$ cat src/rtl/handshake_sink_if.sv
// rtl/handshake_sink_if.sv - valid/ready beat channel between an upstream source and the sink
interface handshake_sink_if;
    logic       valid_i;
    logic [7:0] data_i;
    logic       ready_o;

    // Upstream side: offers beats and observes backpressure.
    modport master (
        output valid_i,
        output data_i,
        input  ready_o
    );

    // Sink side: consumes beats and drives backpressure.
    modport slave (
        input  valid_i,
        input  data_i,
        output ready_o
    );
endinterface

$ cat src/rtl/handshake_sink.sv
// rtl/handshake_sink.sv - patterned-backpressure sink with sequence checker and handshake monitor
module handshake_sink (
    input  logic                    clk,
    input  logic                    rst,
    handshake_sink_if.slave         hs,
    input  logic                    cfg_load_i,
    input  logic [7:0]              cfg_pattern_i,
    input  logic [7:0]              cfg_start_i,
    output logic [15:0]             beat_cnt_o,
    output logic [7:0]              err_cnt_o,
    output logic                    err_o,
    output logic                    proto_err_o,
    output logic [7:0]              last_data_o
);

    typedef enum logic {
        IDLE = 1'b0,
        RUN  = 1'b1
    } state_t;

    state_t     state_q;
    state_t     state_d;
    logic [7:0] pat_q;
    logic [7:0] exp_q;
    logic       hold_q;
    logic [7:0] hold_data_q;
    logic       ready;
    logic       xfer;
    logic       mismatch;

    // Ready comes purely from registers so upstream sees no combinational loop.
    assign ready    = (state_q == RUN) && pat_q[0];
    assign hs.ready_o = ready;

    // A load in the same cycle as a handshake swallows the beat.
    assign xfer     = hs.valid_i && ready && !cfg_load_i;
    assign mismatch = (hs.data_i != exp_q);

    // State register.
    always_ff @(posedge clk) begin
        if (rst) begin
            state_q <= IDLE;
        end else begin
            state_q <= state_d;
        end
    end

    // Next state: any load enters (or restarts) RUN; only reset leaves it.
    always_comb begin
        state_d = state_q;
        if (cfg_load_i) begin
            state_d = RUN;
        end
    end

    // Pattern rotation, sequence checking, counters and handshake monitor.
    always_ff @(posedge clk) begin
        if (rst) begin
            pat_q       <= 8'h00;
            exp_q       <= 8'h00;
            beat_cnt_o  <= 16'h0000;
            err_cnt_o   <= 8'h00;
            last_data_o <= 8'h00;
            err_o       <= 1'b0;
            proto_err_o <= 1'b0;
            hold_q      <= 1'b0;
            hold_data_q <= 8'h00;
        end else if (cfg_load_i) begin
            pat_q       <= cfg_pattern_i;
            exp_q       <= cfg_start_i;
            beat_cnt_o  <= 16'h0000;
            err_cnt_o   <= 8'h00;
            err_o       <= 1'b0;
            proto_err_o <= 1'b0;
            // Restart the monitor so a stall from before the load is not judged.
            hold_q      <= 1'b0;
            hold_data_q <= 8'h00;
        end else if (state_q == RUN) begin
            pat_q <= {pat_q[0], pat_q[7:1]};
            err_o <= xfer && mismatch;
            if (xfer) begin
                beat_cnt_o  <= beat_cnt_o + 16'd1;
                last_data_o <= hs.data_i;
                if (mismatch) begin
                    exp_q <= hs.data_i + 8'd1;
                    if (err_cnt_o != 8'hFF) begin
                        err_cnt_o <= err_cnt_o + 8'd1;
                    end
                end else begin
                    exp_q <= exp_q + 8'd1;
                end
            end
            // A stalled beat must be re-offered unchanged in the next cycle.
            hold_q      <= hs.valid_i && !ready;
            hold_data_q <= hs.data_i;
            if (hold_q && (!hs.valid_i || (hs.data_i != hold_data_q))) begin
                proto_err_o <= 1'b1;
            end
        end else begin
            err_o  <= 1'b0;
            hold_q <= 1'b0;
        end
    end

endmodule
$ cat src/flat_wrapper.sv
// flat-port wrapper written by rule: the top's interface ports become plain ports
module handshake_sink_flat 
  (clk, rst, cfg_load_i, cfg_pattern_i, cfg_start_i, beat_cnt_o, err_cnt_o, err_o, proto_err_o, last_data_o, hs_valid_i, hs_data_i, hs_ready_o);
  handshake_sink_if hs_i ();
  input  logic clk;
  input  logic rst;
  input  logic cfg_load_i;
  input  logic [7:0] cfg_pattern_i;
  input  logic [7:0] cfg_start_i;
  output logic [15:0] beat_cnt_o;
  output logic [7:0] err_cnt_o;
  output logic err_o;
  output logic proto_err_o;
  output logic [7:0] last_data_o;
  input wire logic [$bits(hs_i.valid_i)-1:0] hs_valid_i;
  input wire logic [$bits(hs_i.data_i)-1:0] hs_data_i;
  output wire logic [$bits(hs_i.ready_o)-1:0] hs_ready_o;
  assign hs_i.valid_i = hs_valid_i;
  assign hs_i.data_i = hs_data_i;
  assign hs_ready_o = hs_i.ready_o;
  handshake_sink u_core (.clk(clk), .rst(rst), .hs(hs_i), .cfg_load_i(cfg_load_i), .cfg_pattern_i(cfg_pattern_i), .cfg_start_i(cfg_start_i), .beat_cnt_o(beat_cnt_o), .err_cnt_o(err_cnt_o), .err_o(err_o), .proto_err_o(proto_err_o), .last_data_o(last_data_o));
endmodule
$ cat config.mk
export PLATFORM = sky130hd
export DESIGN_NAME = handshake_sink_flat
export DESIGN_NICKNAME = d
export VERILOG_FILES = /design/src/rtl/handshake_sink_if.sv /design/src/rtl/handshake_sink.sv /design/src/flat_wrapper.sv
export SDC_FILE = /design/constraint.sdc
export NUM_CORES = 1
export LEC_CHECK = 0
export CORE_MARGIN = 1.5
export CORE_UTILIZATION = 54
export DETAILED_ROUTE_END_ITERATION = 12
export HOLD_SLACK_MARGIN = 0.15
export PLACE_DENSITY_LB_ADDON = 0.2
export SYNTH_ARGS = -nofsm -noshare
export SYNTH_HDL_FRONTEND = slang
export SYNTH_SLANG_ARGS = --single-unit
$ cat constraint.sdc
create_clock -name clk -period 4 [get_ports clk]
set_input_delay 0.8 -clock clk [delete_from_list [all_inputs] [get_ports clk]]
set_output_delay 0.8 -clock clk [all_outputs]
set_load 0.05 [all_outputs]
[Yosys cells after proc, flatten, opt, wreduce, memory -nomap -nowiden]
Index checks and enable logic that the tools add are counted.
Word-level totals
  register bits after elaboration: 60
  bits of input ports: 28
  output and inout bits: 35
  logic and storage cells: 44
Cells by class
  add/subtract/negate cells: 4
  equal/unequal tests: 3
  muxes and demuxes: 6
  bitwise logic cells: 2
  reduce and logical (&&, ||, !) cells: 19
Operators with widths (number)
  $mux 8: 6
  $add 8x1->8 const B: 3
  $add 16x1->16 const B: 1
  $ne 8x8->1: 2
  $ne 8x8->1 const B: 1
  $logic_and 1x1->1: 6
  $reduce_and 2->1: 3
  $reduce_and 4->1: 1
  $reduce_bool 2->1: 2
  $logic_not 1->1: 3
  $reduce_and 3->1: 1
  $reduce_or 3->1: 1
  $not 1->1: 2
  $reduce_or 2->1: 1
  $logic_or 1x1->1: 1

[Depth between registers and ports, before layout]
  depth in word-level cells: 6
  depth in mapped cells: 8
  gate-level depth less buffers: 6

[Worst setup path after synthesis]
No wires, ideal clock.
  kind: input port to flip-flop
  start point: input hs_data_i[1]
  end point: register u_core.err_cnt_o[1]
  library setup time: 0.116 ns
  data arrival time: 1.890 ns
  data required time: 3.884 ns
  setup slack: 1.994 ns
  stages: 6
  buffers on the path: 2
  cells stage by stage: buf_4 -> xor2_1 -> nor4_4 -> a21oi_4 -> buf_6 -> a41o_1
Between the ends
  word-level cells in the longest chain between the ends: 2
RTL lines
  start, declared: RTL line flat_wrapper.sv:16  | input wire logic [$bits(hs_i.data_i)-1:0] hs_data_i;
  $ne 8x8->1: RTL line handshake_sink.sv:37  | assign mismatch = (hs.data_i != exp_q);
  $reduce_and 4->1 (no line)
  end signal, assigned: RTL line handshake_sink.sv:87  | err_cnt_o <= err_cnt_o + 8'd1;
  end, declared: RTL line handshake_sink.sv:10  | output logic [7:0] err_cnt_o,
No other way between the ends.
A chain may end at the register's enable or synchronous reset.

[Worst setup path after layout]
  start point: register u_core.pat_q[0]
  end point: output hs_ready_o
Between the ends
  word-level cells in the longest chain between the ends: 1
RTL lines
  start, declared: RTL line handshake_sink.sv:23  | logic [7:0] pat_q;
  start signal, assigned: RTL line handshake_sink.sv:69  | pat_q <= cfg_pattern_i;
  start signal, assigned: RTL line handshake_sink.sv:79  | pat_q <= {pat_q[0], pat_q[7:1]};
  $logic_and 1x1->1: RTL line handshake_sink.sv:32  | assign ready = (state_q == RUN) && pat_q[0];
  end, declared: RTL line flat_wrapper.sv:17  | output wire logic [$bits(hs_i.ready_o)-1:0] hs_ready_o;
No other way between the ends.

==> summary.md <==
| Metric | Value |
|---|---|
| Top_reg_cell synth | dfxtp_1 |
| Worst R2R Path Depth | 5 |
| DRT iter0 DRCs | 125 |
| Hpwl dp | 4501 um |
| Initial Utilization | 56.40% |
| GP Congestion | 0.8525 |
| GRT overflow | 0 |
| Synth top area cells | dfxtp_1 41%, xor2_1 9.1%, nor2_1 7.5%, mux2i_1 5.9%, nand2_1 5.4% |
| Chip width | around 76 um |
| Vias per cell | between 5 and 6 |
| Post-Place Worst Slack | roughly 1.2 ns |
| Sequential area share after synthesis | 41.43% |
| R2R Path End | u_core.err_cnt_o[2] |
| CTS H-tree depth | 3 |
| Vias in the first global route | 2365 |
| Post-cts repair resize count | 0 |
| Clk slew on worst S/H paths | approximately 0.070 ns |
| Share of the synthesized area in the top cell type | between 40% and 50% |
| First-pass detailed-route iteration total | 6 |
| CP Class | flop to primary output |
| Top cell type by total area after synthesis | dfxtp_1 |
| Crit end category | primary output |
| Seq cells post-synth | 60 |
| Die footprint | approximately 5800 um^2 |
| Core Box Area | 5140 um^2 |
| Post-synth EDFFs | 0 |
| TritonCTS Buffers | 9 |
| Die span in y | 76.27 um |
| Power Density | between 300 and 400 nW/um^2 |
| Hold Path Class | flop to flop |
| First-pass GRT wire length | 11030 um |
| Hold Startpoint | u_core.last_data_o[6] |
| Warnings from Yosys | 0 |
| Min-Delay Path Depth | 2 |
| Number of hold buffers added after CTS | 0 |
| Async S/R FF share, synth | 0% |
| Setup TNS Final | 0 ns |
| CTS sink count | 60 |
| Max_slew headroom | 52.60% |
| Worst skew pair latency | 0.33 ns |
| VDD IR max | 0.0002547 V |
| Worst Hold End | u_core.last_data_o[6] |
| Crit path launch type | flop |
| Area of the multi-input gates | between 1500 and 2000 um^2 |
| Met2 usage | approximately two fifths |
| RSZ-0062 raised after global routing | false |
| Fillcell total | approximately 440 |
| Longest Clk Path Bufs | 2 |
| Initial antenna violation count | 0 |
| Root Driver | clkbuf_8 |
| DRT Wirelength | 6368 um |
| M3 GR Usage | 5.030% |
| Gate Count Post-Synth | 342 |
| CTS tree | yes |
| Synth-to-layout area growth | 26.93% |
| # diodes | 0 |
| Worst reg2reg startpoint | u_core.state_q |
| LEAKAGE | 0.001404 uW |
| Ports | 63 |
| Max Slew Vio Count | 0 |
| Syn Nets | 373 |
| # DRC | 0 |
| Fmax achieved | 0.3821 GHz |
| Min Tclk post-route | around 2.6 ns |
| Critical path required time | 3.20 ns |
| Total GRT Usage | 23.51% |
| IO buf count | 62 |
| Final WS setup | ~1.4 ns |
| Max-Cap Viols | 0 |
| Internal reg-to-reg setup slack | approximately 2.0 ns |
| Ratio of cells with drive above 1 in the final layout | 6.582% |
| WP data arrival | 1.82 ns |
| Routed WL per cell | 13.69 um |
| Largest net degree at the start of global routing | 26 |
| Commonest non-fill, non-tap cell in the layout | clkdlybuf4s50_1 |
| Via count | 2468 |
| Slew @ Worst Pin | 0.7084 ns |
| Global-route met1 utilization | between 20 and 30% |
| Register Area | between 1000 and 1500 um^2 |
| Unique masters post-synth | 38 |
| Syn avg cell area | 8.477 um^2 |
| Remaining antenna violation count | 0 |
| Status | finished clean |
| Std cell rows | 26 |
| # setup viols final | 0 |
| Most frequent cells in the layout | 62 x clkdlybuf4s50_1, 60 x dfxtp_1, 58 x nor2_1 |
| GRT busiest layer | met2 |
| Cell Area, Synth | approximately 2900 um^2 |
| # nets final | 421 |
| Worst Skew | 0.007347 ns |
| Post-CTS Setup Inserts | 0 |
| Crit-path max FO | 7 |
| Tcrit/Tclk final | 65.42% |
| Final hold vios | 0 |
[critical path: stages (launching register included)]
cell and delay (ns):
dfxtp_1 0.48, and2_1 0.20, clkdlybuf4s50_1 0.81
[sequential cells by signal (all words and copies together), names as in the netlist]
signal	flops
u_core.beat_cnt_o	16
u_core.err_cnt_o	8
u_core.exp_q	8
u_core.hold_data_q	8
u_core.last_data_o	8
u_core.pat_q	8
u_core.err_o	1
u_core.hold_q	1
u_core.proto_err_o	1
u_core.state_q	1
[how the worst max path moves through the flow]
stage	to	slack, ns	from
6_report	hs_ready_o	1.38	u_core.pat_q[0]
5_1_grt	hs_ready_o	1.31	u_core.pat_q[0]
4_1_cts	hs_ready_o	1.38	u_core.pat_q[0]
3_5_place_dp	u_core.err_cnt_o[6]	1.22	cfg_load_i
3_3_place_gp	u_core.err_cnt_o[6]	1.25	cfg_load_i
2_1_floorplan	u_core.err_cnt_o[1]	1.99	hs_data_i[1]
[synth_stat cells (4+ instances only)]
cell	number
dfxtp_1	60
nor2_1	58
nand2_1	42
xor2_1	30
a21oi_1	25
mux2i_1	17
nand3_1	13
clkbuf_1	12
and3_1	8
buf_2	8
xnor2_1	7
nand4_1	6
buf_4	5
o22ai_1	4
[metrics by stage]
step                std cells  hold slack [ns]  instance area, um^2  util (%)  total power (uW)
finish                    465           0.4588                 3680     71.59              1302
global route              465           0.4734                 3680     71.59              1352
CTS                       465           0.4568                 3680     71.59              1309
detailed placement        449           0.4475                 3477     67.65             762.6
global placement          449           0.4491                 3477     67.65             759.1
floorplan                 342           0.4573                 2899         -             722.1
[layout make-up]
class / count / area share (%)
Clock buffer: 12 / 4.216
Clock inverter: 4 / 1.292
Inverter: 3 / 0.3060
Multi-Input combinational cell: 250 / 41.48
Sequential cell: 60 / 32.64
Tap cell: 70 / 2.380
Timing Repair Buffer: 66 / 17.68
[logic make-up after synthesis]
logic type / share of synthesized area, %
and+or+nand+nor: 23.61
DFF: 41.43
AOI/OAI and AO/OA: 10.70
xor gates and xnor gates: 11.18
buffers and inverters: 5.913
muxes: 5.870
adders and majority gates: 1.295
[layer usage]
layer / share of wire (%) / up-vias
li1: - / 1246
met2: 48 / 71
met1: 46 / 1137
met3: 4.6 / 14
met4: 1.8 / 0
met5: 0 / -
[report_power, final]
part / internal, uW / total (uW) / switching [uW]
Combinational: 59.5 / 130 / 70.2
Sequential: 611 / 621 / 9.62
Clock: 320 / 551 / 231
Note: power is estimated with default switching activity, not from simulation.
==> patch 1 (config.mk and constraints unchanged) <==
Reset style: asynchronous (`rst`), changed in 2 clocked blocks.
--- a/src/rtl/handshake_sink.sv
+++ b/src/rtl/handshake_sink.sv
@@ -38,5 +38,5 @@
 
     // State register.
-    always_ff @(posedge clk) begin
+    always_ff @(posedge clk or posedge rst) begin
         if (rst) begin
             state_q <= IDLE;
@@ -55,5 +55,5 @@
 
     // Pattern rotation, sequence checking, counters and handshake monitor.
-    always_ff @(posedge clk) begin
+    always_ff @(posedge clk or posedge rst) begin
         if (rst) begin
             pat_q       <= 8'h00;
Check against the original RTL: differs if rst is asserted again (counterexample within 4 cycles, from zero or initial values and one cycle with rst high); with rst held inactive, the same outputs for 4 cycles.
==> patch 1 against the original RTL <==
  * Sequential share of layout area rose by 6.0 points
  * Routed wire length is 1.9% higher
  * Synthesized cell count down 12%
  * Setup slack worse by 0.30 ns
  * Critical path depth increased by 1
  * Global-route usage fell by 0.16 points
  * Cell area increased by 5.6%
  * Area after synthesis grew 7.6%
  * Sequential cell count stayed put
  * Largest cell class is now sequential cells
  * Highest routed layer unchanged
Power is not compared: it rests on default switching activity, and its combinational part moved more than twofold at a synthesized area within 25%.
==> patch 1: results (changes against the original RTL) <==
\begin{tabular}{lr}
\hline
Metric & Value \\
\hline
\multicolumn{2}{l}{\textbf{Worst setup path}} \\
Top fanout value on the critical path & 22 (+15) \\
Launch point of the worst path & u\_core.state\_q \\
Worst R2R Path Depth & 6 (+1) \\
\multicolumn{2}{l}{\textbf{Logic synthesis}} \\
Most area-consuming cells after synthesis & sky130\_fd\_sc\_hd\_\_dfrtp\_1, sky130\_fd\_sc\_hd\_\_xor2\_1, sky130\_fd\_sc\_hd\_\_mux2i\_1 \\
Number of distinct library cell variants in the gate-level netlist after synthesis & 42 (+11\%) \\
Sequential area share after synthesis & 48.2\% (+6.7 points) \\
Leading register cell type out of synthesis & sky130\_fd\_sc\_hd\_\_dfrtp\_1 \\
Net Count, Synth & 331 (-11\%) \\
Async S/R FF share, synth & 100\% (+100 points) \\
Commonest cells in the synthesized netlist & sky130\_fd\_sc\_hd\_\_dfrtp\_1, sky130\_fd\_sc\_hd\_\_nor2\_1, sky130\_fd\_sc\_hd\_\_nand2\_1 \\
\multicolumn{2}{l}{\textbf{Worst hold path}} \\
Worst min-delay path startpoint & u\_core.last\_data\_o[3] \\
Worst hold stages & 1 (-1) \\
\multicolumn{2}{l}{\textbf{Global routing}} \\
GRT Util Overall & 23.4\% (-0.16 points) \\
First-pass GRT wire length & 11100 µm (+0.50\%) \\
Global Route met2 Usage & 36.4\% (-2.4 points) \\
Grt met3 use & 5.29\% (+0.26 points) \\
Largest net degree at the start of global routing & 53 (+100\%) \\
Met1 track utilization from global routing & 31.2\% (+1.9 points) \\
\multicolumn{2}{l}{\textbf{Run status}} \\
Result of the run & finished, final reports clean \\
\multicolumn{2}{l}{\textbf{Finish}} \\
Fraction of final layout cells sized beyond drive strength 1 & 12.2\% (+5.6 points) \\
Number of inserted filler cells in the final layout & 444 (+1.4\%) \\
Most flop-heavy register & u\_core.beat\_cnt\_o \\
\multicolumn{2}{l}{\textbf{Timing}} \\
Worst clock skew & 0.00645 ns (-0.000898 ns) \\
Max-Slew Margin vs Limit & 55.3\% (+2.7 points) \\
\multicolumn{2}{l}{\textbf{Placement}} \\
Input/output buffers & 62 (unchanged) \\
Post-Place Setup Slack & 1.18 ns (-0.0396 ns) \\
Placer's final routability congestion estimate & 0.786 (-7.8\%) \\
Detailed placement HPWL & 4380 µm (-2.7\%) \\
\multicolumn{2}{l}{\textbf{Drt}} \\
Number of vias after detailed routing & 2324 (-5.8\%) \\
Total length of routed wires & 6490 µm (+1.9\%) \\
Detailed-routing iteration count for the pre-antenna-repair pass & 4 (-2) \\
Initial DRC count & 146 (+17\%) \\
\hline
\end{tabular}
[patch 1: cells by family (layout without fill, tap and decap cells)]
family	after synthesis	after routing	synth area share (%)
and+or+nand+nor	110	110	18.3
DFF	60	60	48.2
xor gates and xnor gates	37	37	10.9
AOI/OAI and AO/OA	35	35	6.74
muxes	28	28	9.55
buffers and inverters	27	87	5.22
adders and majority gates	3	3	1.20
[patch 1: through the flow]
stage / area (µm²) / power, W / utilization [%] / instances
6_report: 3890 / 0.00149 / 70.2 / 432
5_1_grt: 3890 / 0.00156 / 70.2 / 432
4_1_cts: 3890 / 0.00150 / 70.2 / 432
3_5_place_dp: 3710 / 0.000997 / 66.9 / 416
3_3_place_gp: 3710 / 0.000992 / 66.9 / 416
2_1_floorplan: 3120 / 0.000898 / - / 300
[patch 1: final cells by class]
type,instances,share of cell area (%)
clock buffers,15,4.54
clock inverters,1,0.129
inverters,6,0.579
multi-input cells,213,37.4
flip-flops and latches,60,38.6
well taps,72,2.32
repair buffers,65,16.4
[patch 1: power breakdown]
part / leakage [nW] / internal (W) / switching [W] / total [W]
logic: 0.880 / 0.000118 / 0.000186 / 0.000304
registers: 0.775 / 0.000652 / 0.0000280 / 0.000680
clock network: 0.0937 / 0.000276 / 0.000233 / 0.000509
[patch 1: worst max-delay path, stage by stage (launching register included)]
cell and delay [ns]:
sky130_fd_sc_hd__dfrtp_1 0.32, sky130_fd_sc_hd__buf_4 0.32, sky130_fd_sc_hd__and2_1 0.30, sky130_fd_sc_hd__clkdlybuf4s50_1 0.84
[patch 1: per-layer routing]
metal  part of all wire, %  routed length [µm]
met5                     0                   0
met1                    46                2980
met3                   4.0                 261
met4                   1.8                 116
met2                    48                3130
[patch 1: worst paths after layout]
check	to	slack, ns
max reg2reg	u_core.beat_cnt_o[11]	1.96
max	hs_ready_o	1.08
max in group asynchronous	u_core.beat_cnt_o[1]	2.42
min reg2reg	u_core.last_data_o[3]	0.50
min in group asynchronous	u_core.last_data_o[1]	0.68
min	u_core.last_data_o[3]	0.50
==> patch 2 (same settings) <==
Made on the original files. Add an input register stage for `cfg_pattern_i`, with the module's reset; this delays it by one clock. The other inputs are not delayed to match.
--- a/src/rtl/handshake_sink.sv
+++ b/src/rtl/handshake_sink.sv
@@ -18,4 +18,14 @@
         RUN  = 1'b1
     } state_t;
+
+    logic [7:0] cfg_pattern_q;
+
+    always_ff @(posedge clk) begin
+        if (rst) begin
+            cfg_pattern_q <= '0;
+        end else begin
+            cfg_pattern_q <= cfg_pattern_i;
+        end
+    end
 
     state_t     state_q;
@@ -67,5 +77,5 @@
             hold_data_q <= 8'h00;
         end else if (cfg_load_i) begin
-            pat_q       <= cfg_pattern_i;
+            pat_q       <= cfg_pattern_q;
             exp_q       <= cfg_start_i;
             beat_cnt_o  <= 16'h0000;
Check against the original RTL: not equivalent (Yosys sat finds a counterexample within 4 cycles, from zero or initial values and one cycle with rst high).
==> patch 2 against the original RTL <==
  * Maximum frequency shrank 8.2%
  * Area after synthesis rose by 5.0%
  * Clock power up 7.1%
  * Critical path depth is 1 higher
  * Largest power group unchanged
  * Routed wire length fell by 2.2%
  * Cell area increased by 4.6%
  * Total power rose by 8.3%
  * Setup slack worse by 0.23 ns
  * Final cell count rose by 1.9%
  * Sequential share of layout area up 2.7 points
  * Utilization down 1.3 points
  * Non-clock buffer count fell by 1
  * Sequential cell count rose by 8
==> patch 2: results (changes against the original RTL) <==
\begin{tabular}{lr}
\hline
Metric & Value \\
\hline
\multicolumn{2}{l}{\textbf{Finish}} \\
Non-clock buffer contribution to total cell area & 16.7\% (-0.97 points) \\
Number of inserted filler cells in the final layout & 461 (+5.3\%) \\
Final net count & 428 (+1.7\%) \\
Fraction of final layout cells sized beyond drive strength 1 & 6.97\% (+0.38 points) \\
Non-clk bufs & 65 (-1.5\%) \\
FF/Latch Area & 1360 µm² (+13\%) \\
Number of clock buffers in the layout & 13 (+1) \\
Clock network share of area & 5.53\% (+0.018 points) \\
Multi-input gate area in the final layout & 1530 µm² (+0.25\%) \\
\multicolumn{2}{l}{\textbf{Timing}} \\
Ratio of final minimum period to clock period & 71.3\% (+5.9 points) \\
Final-layout worst hold slack & 0.465 ns (+0.00580 ns) \\
Max-Slew Margin vs Limit & 53.3\% (+0.72 points) \\
Worst clock skew & 0.00730 ns (-0.0000487 ns) \\
\multicolumn{2}{l}{\textbf{Logic synthesis}} \\
Compound-cell area share of the yosys netlist & 10.2\% (-0.47 points) \\
Sequential area share after synthesis & 44.7\% (+3.3 points) \\
Multiplexer share of the synthesized area & 5.26\% (-0.61 points) \\
Yosys warnings & 0 (unchanged) \\
Adder-cell area share of the yosys netlist & 1.23\% (-0.061 points) \\
Net Count, Synth & 379 (+1.6\%) \\
Commonest cells in the synthesized netlist & sky130\_fd\_sc\_hd\_\_dfxtp\_1, sky130\_fd\_sc\_hd\_\_nor2\_1, sky130\_fd\_sc\_hd\_\_nand2\_1 \\
\multicolumn{2}{l}{\textbf{Placement}} \\
Detailed placement HPWL & 4320 µm (-4.0\%) \\
Placer's final routability congestion estimate & 0.798 (-6.4\%) \\
Post-Place Setup Slack & 1.28 ns (+0.0611 ns) \\
\multicolumn{2}{l}{\textbf{Clock tree}} \\
Buffer levels on the longest clock path & 2 (unchanged) \\
Clock latency of the later-clocked register in the worst-skew pair & 0.35 ns (+0.02 ns) \\
Number of clock sinks & 68 (+13\%) \\
\multicolumn{2}{l}{\textbf{Drt}} \\
Wire per inst & 13.1 µm (-4.0\%) \\
Initial DRC count & 80 (-36\%) \\
Number of vias after detailed routing & 2513 (+1.8\%) \\
\multicolumn{2}{l}{\textbf{Worst setup path}} \\
Top fanout value on the critical path & 23 (+16) \\
FF-to-FF setup slack & 2.02 ns (+0.02 ns) \\
\multicolumn{2}{l}{\textbf{Run status}} \\
Result of the run & finished, final reports clean \\
\multicolumn{2}{l}{\textbf{Power and ir drop}} \\
Largest voltage drop on the vdd net & 0.232 mV (-9.1\%) \\
Leakage & 1.42 nW (+1.4\%) \\
\multicolumn{2}{l}{\textbf{Global routing}} \\
Largest net degree at the start of global routing & 37 (+42\%) \\
Vias in the first global route & 2213 (-6.4\%) \\
First-pass GRT wire length & 10400 µm (-5.5\%) \\
GRT Util Overall & 21.9\% (-1.6 points) \\
\hline
\end{tabular}
patch 2: stage by stage:
step                instances  util [%]  area, µm²  power, W
detailed placement        458      66.4       3640  0.000834
global route              474      70.3       3850   0.00147
finish                    474      70.3       3850   0.00141
floorplan                 348         -       3040  0.000795
CTS                       474      70.3       3850   0.00142
global placement          458      66.4       3640  0.000833
patch 2: final timing paths:
check,start,to,cells past startpoint
max,u_core.state_q,hs_ready_o,3
min,u_core.cfg_pattern_q[5],u_core.pat_q[5],2
max reg2reg,u_core.state_q,u_core.err_cnt_o[4],5
min reg2reg,u_core.cfg_pattern_q[5],u_core.pat_q[5],2
patch 2: power breakdown:
group	internal (W)	switching, W	total [W]
logic	0.0000581	0.0000601	0.000118
registers	0.000693	0.00000851	0.000702
clock network	0.000339	0.000251	0.000590
total	0.00109	0.000319	0.00141
patch 2: routing by layer:
layer	track usage [%]	vias to the layer above	part of all wire, %
li1	-	1278	-
met1	27.3	1165	45
met2	36.3	60	49
met3	5.12	10	4.2
met4	9.46	0	1.6
met5	0	-	0
